==> config.mk <==
export PLATFORM = sky130hd
export DESIGN_NAME = timer_load_slave_flat
export DESIGN_NICKNAME = d
export VERILOG_FILES = /design/src/rtl/timer_load_slave_pkg.sv /design/src/rtl/timer_load_slave_if.sv /design/src/rtl/timer_load_slave.sv /design/src/flat_wrapper.sv
export SDC_FILE = /design/constraint.sdc
export NUM_CORES = 1
export LEC_CHECK = 0
export CELL_PAD_IN_SITES_DETAIL_PLACEMENT = 0
export CELL_PAD_IN_SITES_GLOBAL_PLACEMENT = 1
export CORE_MARGIN = 3
export CORE_UTILIZATION = 43
export CTS_CLUSTER_DIAMETER = 100
export DETAILED_ROUTE_END_ITERATION = 8
export PLACE_DENSITY = 0.92
export SYNTH_ARGS = -nofsm -noshare
export SYNTH_HDL_FRONTEND = slang
export SYNTH_SLANG_ARGS = --single-unit
==> constraint.sdc <==
create_clock -name clk -period 2.8 [get_ports clk]
set_clock_uncertainty 0.05 [all_clocks]
set_input_delay 0.56 -clock clk [delete_from_list [all_inputs] [get_ports clk]]
set_output_delay 0.56 -clock clk [all_outputs]
set_load 0.05 [all_outputs]
==> src/rtl/timer_load_slave_pkg.sv <==
// rtl/timer_load_slave_pkg.sv - shared constants and types for the timer load-register slave
package timer_load_slave_pkg;

  localparam int BUS_W = 8;
  localparam logic [BUS_W-1:0] DEFAULT_BASE_ADDR = 8'h10;

  localparam int ERR_BIT   = 0;
  localparam int RDCNT_LSB = 1;

  // Timer master state encodings, kept here so bus-side code can name them.
  localparam logic [2:0] MST_IDLE   = 3'b000;
  localparam logic [2:0] MST_REQ    = 3'b001;
  localparam logic [2:0] MST_GRANT  = 3'b010;
  localparam logic [2:0] MST_DELAY  = 3'b011;
  localparam logic [2:0] MST_CNT_EN = 3'b100;

  typedef enum logic [1:0] {
    ACC_NONE,
    ACC_REG,
    ACC_STATUS,
    ACC_ILLEGAL
  } access_t;

  // STATUS sits directly after the last load register.
  function automatic logic [BUS_W-1:0] status_offset(input int num_regs);
    return BUS_W'(num_regs);
  endfunction

endpackage

==> src/rtl/timer_load_slave_if.sv <==
// rtl/timer_load_slave_if.sv - shared 8-bit bus between a granted master and the load slave
interface timer_load_slave_if;
  import timer_load_slave_pkg::*;

  logic             S_sel;
  logic             S_wr;
  logic [BUS_W-1:0] S_address;
  logic [BUS_W-1:0] S_din;
  logic [BUS_W-1:0] S_dout;

  modport master (
    output S_sel,
    output S_wr,
    output S_address,
    output S_din,
    input  S_dout
  );

  modport slave (
    input  S_sel,
    input  S_wr,
    input  S_address,
    input  S_din,
    output S_dout
  );

endinterface

==> src/rtl/timer_load_slave.sv <==
// rtl/timer_load_slave.sv - load-register bank with STATUS, registered read data, sticky error
module timer_load_slave
  import timer_load_slave_pkg::*;
#(
  parameter logic [BUS_W-1:0] BASE_ADDR = DEFAULT_BASE_ADDR,
  parameter int               NUM_REGS  = 8,
  parameter logic [BUS_W-1:0] RST_VAL   = 8'h00
) (
  input  logic                      clk,
  input  logic                      reset_n,
  timer_load_slave_if.slave         bus,
  output logic [BUS_W*NUM_REGS-1:0] load_regs,
  output logic [NUM_REGS-1:0]       wr_pulse,
  output logic                      err
);

  localparam int               IDX_W      = $clog2(NUM_REGS);
  localparam logic [BUS_W-1:0] REG_LIMIT  = BUS_W'(NUM_REGS);
  localparam logic [BUS_W-1:0] STATUS_OFF = status_offset(NUM_REGS);

  logic [BUS_W-1:0] regs [NUM_REGS];
  logic [6:0]       rd_cnt;
  logic [BUS_W-1:0] offset;
  logic [IDX_W-1:0] idx;
  access_t          acc;
  logic [BUS_W-1:0] status_val;
  logic [BUS_W-1:0] rd_data;

  // Addresses below BASE_ADDR wrap to large offsets and fall into the illegal range.
  always_comb begin
    offset = bus.S_address - BASE_ADDR;
    idx    = offset[IDX_W-1:0];
    acc    = ACC_NONE;
    if (bus.S_sel) begin
      if (offset < REG_LIMIT)
        acc = ACC_REG;
      else if (offset == STATUS_OFF)
        acc = ACC_STATUS;
      else
        acc = ACC_ILLEGAL;
    end
  end

  always_comb begin
    status_val                   = '0;
    status_val[ERR_BIT]          = err;
    status_val[BUS_W-1:RDCNT_LSB] = rd_cnt;
  end

  always_comb begin
    rd_data = '0;
    case (acc)
      ACC_REG:    rd_data = regs[idx];
      ACC_STATUS: rd_data = status_val;
      default:    rd_data = '0;
    endcase
  end

  // Read data defaults to zero every cycle so the bus can be OR-muxed with other slaves.
  always_ff @(posedge clk or negedge reset_n) begin
    if (!reset_n) begin
      for (int k = 0; k < NUM_REGS; k++)
        regs[k] <= RST_VAL;
      bus.S_dout <= '0;
      wr_pulse   <= '0;
      err        <= 1'b0;
      rd_cnt     <= '0;
    end else begin
      wr_pulse   <= '0;
      bus.S_dout <= '0;
      if (bus.S_wr) begin
        if (acc == ACC_REG) begin
          regs[idx]     <= bus.S_din;
          wr_pulse[idx] <= 1'b1;
        end
        if (acc == ACC_STATUS && bus.S_din[ERR_BIT])
          err <= 1'b0;
      end else begin
        bus.S_dout <= rd_data;
        if (acc == ACC_REG)
          rd_cnt <= rd_cnt + 7'd1;
      end
      if (acc == ACC_ILLEGAL)
        err <= 1'b1;
    end
  end

  for (genvar k = 0; k < NUM_REGS; k++) begin : g_flat
    assign load_regs[k*BUS_W +: BUS_W] = regs[k];
  end

endmodule
==> src/flat_wrapper.sv <==
// flat-port wrapper written by rule: the top's interface ports become plain ports
module timer_load_slave_flat import timer_load_slave_pkg::*;
#(
  parameter logic [BUS_W-1:0] BASE_ADDR = DEFAULT_BASE_ADDR,
  parameter int               NUM_REGS  = 8,
  parameter logic [BUS_W-1:0] RST_VAL   = 8'h00
)
  (clk, reset_n, load_regs, wr_pulse, err, bus_S_sel, bus_S_wr, bus_S_address, bus_S_din, bus_S_dout);
  timer_load_slave_if bus_i ();
  input  logic clk;
  input  logic reset_n;
  output logic [BUS_W*NUM_REGS-1:0] load_regs;
  output logic [NUM_REGS-1:0] wr_pulse;
  output logic err;
  input wire logic [$bits(bus_i.S_sel)-1:0] bus_S_sel;
  input wire logic [$bits(bus_i.S_wr)-1:0] bus_S_wr;
  input wire logic [$bits(bus_i.S_address)-1:0] bus_S_address;
  input wire logic [$bits(bus_i.S_din)-1:0] bus_S_din;
  output wire logic [$bits(bus_i.S_dout)-1:0] bus_S_dout;
  assign bus_i.S_sel = bus_S_sel;
  assign bus_i.S_wr = bus_S_wr;
  assign bus_i.S_address = bus_S_address;
  assign bus_i.S_din = bus_S_din;
  assign bus_S_dout = bus_i.S_dout;
  timer_load_slave #(.BASE_ADDR(BASE_ADDR), .NUM_REGS(NUM_REGS), .RST_VAL(RST_VAL)) u_core (.clk(clk), .reset_n(reset_n), .bus(bus_i), .load_regs(load_regs), .wr_pulse(wr_pulse), .err(err));
endmodule
== Word level (Yosys, flattened, before mapping) ==
Cells that the tools add are included.
Cells by class
  add/subtract/negate cells: 2
  $lt $le $gt $ge: 5
  equal/unequal tests: 4
  multiplexer cells: 18
  bitwise logic cells: 2
  reduce and logical (&&, ||, !) cells: 8
Operators by type and width (count)
  $bwmux W64: 1
  $mux W8: 6
  $bmux W8 S3: 1
  $demux W8 S3: 1
  $pmux W8 S2: 1
  $eq A8 B4 Y1 const B: 1
  $lt A8 B4 Y1 const B: 1
  $sub A8 B5 Y8 const B: 1
  $add A7 B1 Y7 const B: 1
  $reduce_and A2 Y1: 3
  $mux W1: 5
  $eq A2 B2 Y1 const B: 2
  $ge A4 B4 Y1 const B: 1
  $lt A3 B4 Y1 const B: 1
  $lt A4 B1 Y1 const B: 1
  $mux W2: 2
  $not A3 Y4: 1
  $reduce_bool A2 Y1: 2
  $demux W1 S3: 1
  $ge A3 B1 Y1 const B: 1
  $logic_and A1 B1 Y1: 3
  $eq A2 B1 Y1 const B: 1
  $not A1 Y1: 1
Word-level totals
  flip-flop bits (word level): 88
  bits of input ports: 20
  output and inout bits: 81
  word-level logic and storage cells: 51

== Longest topological paths before layout ==
  depth after elaboration: 10
  gate-level depth with buffers: 5
  depth with buffers taken out: 3

== Least setup slack after synthesis ==
Ideal clock, no wire load.
  kind: in2reg
  start: input bus_S_address[5]
  end: register u_core.regs (netlist bit u_core.load_regs[10])
  library setup time: 0.125 ns
  arrival: 2.194 ns
  required time: 2.625 ns
  setup slack: 0.431 ns
  stages on the path: 5
  buffers on the path: 2
  cells stage by stage: or4b_4 buf_6 or4_4 buf_6 mux2_4
Between the ends
  word-level cells in the longest chain between the ends: 7
  elaborated cells between the ends (all ways): 8
  those cells by class: add/sub (1); order compare (1); eq/ne (2); mux (3); reduce/logical (1)
Ends and longest elaborated chain
  start: declaration: line flat_wrapper.sv:17  | input wire logic [$bits(bus_i.S_address)-1:0] bus_S_address;
  $sub A8 B5 Y8 *: line timer_load_slave.sv:31  | offset = bus.S_address - BASE_ADDR;
  parallel branches: the longest is 2 deep, another holds $lt A8 B4 Y1
  $mux W2 *: line timer_load_slave.sv:35  | if (offset < REG_LIMIT)
  $mux W2 *: line timer_load_slave.sv:34  | if (bus.S_sel) begin
  $eq A2 B1 Y1 *: line timer_load_slave.sv:72  | if (acc == ACC_REG) begin
  $reduce_and A2 Y1 (no line) *
  end signal: indexed assignment: line timer_load_slave.sv:73  | regs[idx] <= bus.S_din;
  end: declaration: line timer_load_slave.sv:21  | logic [BUS_W-1:0] regs [NUM_REGS];
Mark *: on every way between the ends.
A chain may end at the register's enable or synchronous reset.

== Worst setup path after layout ==
  start: input bus_S_address[5]
  end: register u_core.regs (netlist bit u_core.load_regs[25])
The elaborated chain is that of the path after synthesis.

==> impl_results.md <==
* Clock buffer count from CTS at 9
* Clock tree root driver cell: sky130_fd_sc_hd__clkbuf_8
* Layout area overhead at 37.14%
* Type of the most critical hold path: in2async
* Routability Congestion at 0.8044
* Routed wire per std cell at 20.69 um
* Sw power at 0.6704 mW
* Reg clk slew, reported paths at 90 ps
* Multiplexer share of the synthesized area at 30.69%
* Antenna Violating Nets Remaining at 0
* Cells after Synth at 244
* Insertion delay to the later sink of the worst-skew pair at 350 ps
* Buffers added on ports at 100
* Initial core utilization at 44.49%
* Endpoint kind of the worst setup timing path: register
* Critical Path Fanout Max at 5
* Antenna violations before repair at 0
* Average cell area after synthesis at 16.06 um2
* Shortest clock period the worst path allows after layout at 2403 ps
* CP required at 2990 ps
* Final Cycle Share at 85.81%
* Antenna fix cells at 0
* RSZ-0062 raised after global routing: no
* Switching fraction of total power at 26.48%
* Fraction of registers with async set/reset at 100.0%
* DIE WIDTH at 101.5 um
* Portion of total power attributed to the clock network at 34.7%
* Simple-gate share of the synthesized area at 7.250%
* Hold Fails Final Rpt at 0
* Final HPWL DP at 7.135 mm
* Area share of xor/xnor cells in the synthesized design at 1.341%
* Static Leak at 2.465 nW
* Detailed Route WL at 9.892 mm
* Dominant register cell in the synthesized netlist: sky130_fd_sc_hd__dfrtp_1
* Power per Cell Area at 471.3 nW/um2
* Critical path type: in2reg
* I/O pin count at 101
* Main combinational cell family by area after synthesis: multiplexers
* Power share of the sequential group at 52.5%
* Final core utilization at 61.01%
* Cell internal pwr at 1.862 mW
* Data arrival time of the critical path at 2590 ps
* Height of the chip at 101.5 um
* Net count after synthesis at 265
* Post-CTS Setup Inserts at 0
* Yosys warnings at 0
* Final number of setup-violating endpoints at 0
* Total global-route track usage at 20.30%
* Number of distinct standard cells referenced by the synthesized netlist at 32
* Largest net degree at the start of global routing at 51
* Worst Setup Start Kind: input port
* Worst-margin pin slew at 644.6 ps
* H-tree depth at 3
* Post-cts resize count at 0
* Setup TNS Final at 0 ps
* Compound-Gate Fraction of Synth Area at 2.395%
* Max Freq at 0.4162 GHz
* Final #Nets at 387
* Vias after detailed routing at 2621
* Share of post-route cells with drive strength above 1 at 33.78%
* Clock tree from TritonCTS: yes
* Max-slew headroom at 57.03%
* Part of the total power dissipated in combinational logic at 12.7%
* Number of enable flip-flop cells after synthesis at 0
* Post-CTS Hold Fix Bufs at 0
* Placement Rows at 34
* CTS Buffer Depth at 2
* Number of slew-limit violations in the final report at 0
* Total iterations of the first detailed-routing run at 5
* Proportion of synthesized chip area in sequential cells at 56.21%
* Clock sink count at 88
* Number of vias per cell after detailed routing at 5.483
* Result of the run: finished clean
* Post-Synth Adder-Cell Area at 0.3194%
* Area inside the core boundary at 8806 um2
* Reported max-cap violation count at 0
* Full die area at 10290 um2
* Sum of overflow across all layers after global routing at 0
* Yosys reg bits at 88
* Violation count after the first detailed-routing iteration at 110
* Number of global-route vias before repair at 2808
* Worst voltage drop across the vdd grid at 0.2354 mV
* Mapped cell area at 3918 um2
* DRC errors left at 0
* Wire length of the first global-routing pass at 15.61 mm
-- state kept, by name, summed over array words and instances, names as in the netlist --
signal / count
u_core.load_regs: 64
u_core.wr_pulse: 8
u_core.rd_cnt: 7
u_core.bus.S_dout: 8
u_core.err: 1
-- final timing paths --
check                      cells after the start                          endpoint                        startpoint  slack, ps
hold reg to reg                                1      u_core.rd_cnt[6]$_DFFE_PN0P_      u_core.rd_cnt[6]$_DFFE_PN0P_        440
setup / recovery                               6  u_core.load_regs[25]$_DFFE_PN0P_                  bus_S_address[5]        400
min in group clk                               1      u_core.rd_cnt[6]$_DFFE_PN0P_      u_core.rd_cnt[6]$_DFFE_PN0P_        440
max in group asynchronous                      2  u_core.load_regs[33]$_DFFE_PN0P_                           reset_n       1870
setup reg to reg                               3    u_core.bus.S_dout[6]$_DFF_PN0_  u_core.load_regs[62]$_DFFE_PN0P_       1150
hold / removal                                 1      u_core.wr_pulse[0]$_DFF_PN0_                           reset_n        180
-- cell families (layout without fill, tap and decap cells) --
logic type | Yosys count | count (layout)
flops | 88 | 88
compound gates | 11 | 11
buf+inv | 13 | 139
xor+xnor | 6 | 6
mux | 89 | 89
fa+ha+maj | 1 | 1
simple gates | 36 | 36
-- cells in the final DEF (no fill, tap or decap), types with 2 or more instances in the layout --
cell and instances:
sky130_fd_sc_hd__clkbuf_8 10, sky130_fd_sc_hd__o2bb2ai_1 7, sky130_fd_sc_hd__buf_12 2, sky130_fd_sc_hd__and2_1 3, sky130_fd_sc_hd__nor2b_1 3, sky130_fd_sc_hd__clkinv_2 2
sky130_fd_sc_hd__nor2_1 2, sky130_fd_sc_hd__inv_1 2, sky130_fd_sc_hd__xnor2_1 6, sky130_fd_sc_hd__mux2_2 57, sky130_fd_sc_hd__mux2_4 8, sky130_fd_sc_hd__mux2i_1 8
sky130_fd_sc_hd__mux4_2 16, sky130_fd_sc_hd__dfrtp_1 88, sky130_fd_sc_hd__nand2b_1 3, sky130_fd_sc_hd__nand2_1 5, sky130_fd_sc_hd__clkdlybuf4s50_1 99, sky130_fd_sc_hd__buf_4 21
sky130_fd_sc_hd__nor4_4 3, sky130_fd_sc_hd__and4_1 4, sky130_fd_sc_hd__nand4_1 5
-- synthesized netlist by cell type (2+ instances only) --
cell type                   count  area share, %
sky130_fd_sc_hd__dfrtp_1       88             56
sky130_fd_sc_hd__mux2_2        57             16
sky130_fd_sc_hd__mux4_2        16            9.2
sky130_fd_sc_hd__mux2_4         8            3.1
sky130_fd_sc_hd__mux2i_1        8            2.0
sky130_fd_sc_hd__o2bb2ai_1      7            1.6
sky130_fd_sc_hd__xnor2_1        6            1.3
sky130_fd_sc_hd__buf_2          5           0.64
sky130_fd_sc_hd__nand2_1        5           0.48
sky130_fd_sc_hd__nand4_1        5           0.80
sky130_fd_sc_hd__and4_1         4           0.89
sky130_fd_sc_hd__clkbuf_1       4           0.38
sky130_fd_sc_hd__and2_1         3           0.48
sky130_fd_sc_hd__nand2b_1       3           0.48
sky130_fd_sc_hd__nor2b_1        3           0.48
sky130_fd_sc_hd__nor4_4         3            1.6
sky130_fd_sc_hd__buf_6          2           0.57
sky130_fd_sc_hd__inv_1          2           0.19
sky130_fd_sc_hd__nor2_1         2           0.19
-- metrics by stage --
stage	setup WS, ps	instances	cell area, um2	total power [mW]	hold slack [ps]
2_1_floorplan	431.0	244	3918	1.523	214.4
4_1_cts	390.3	478	5373	2.558	192.2
3_5_place_dp	27.36	463	5179	1.679	421.3
3_3_place_gp	75.28	463	5179	1.671	411.9
6_report	397.3	478	5373	2.532	176.6
5_1_grt	355.0	478	5373	2.628	209.5
-- worst max-delay path, cell delays in order --
cell	delay [ps]
sky130_fd_sc_hd__clkdlybuf4s50_1	440
sky130_fd_sc_hd__or4b_4	560
sky130_fd_sc_hd__buf_4	190
sky130_fd_sc_hd__nor4_4	290
sky130_fd_sc_hd__buf_4	210
sky130_fd_sc_hd__mux2_2	340
-- area by class of cell --
type	count	area (um2)
repair buffers	122	1189
fillers	681	3433
clock buffers	10	137.6
inverters	2	7.507
clock inverters	5	56.30
multi-input cells	143	1645
well taps	108	135.1
flip-flops and latches	88	2202
-- metal layers --
layer	track usage [%]	vias up	part of all wire, %
met5	0	-	0
met4	6.748	0	2.0
met3	4.477	17	5.1
met2	32.29	93	49
met1	27.80	1350	44
li1	-	1161	-
-- power by group through the flow --
| stage | logic, mW | clock network [mW] | registers [mW] |
|---|---|---|---|
| 2_1_floorplan | 0.0879 | 0 | 1.44 |
| 6_report | 0.322 | 0.880 | 1.33 |
| 4_1_cts | 0.326 | 0.903 | 1.33 |
| 3_5_place_dp | 0.325 | 0 | 1.35 |
| 3_3_place_gp | 0.318 | 0 | 1.35 |
| 5_1_grt | 0.342 | 0.952 | 1.33 |
Power figures use the tool's default switching activity.
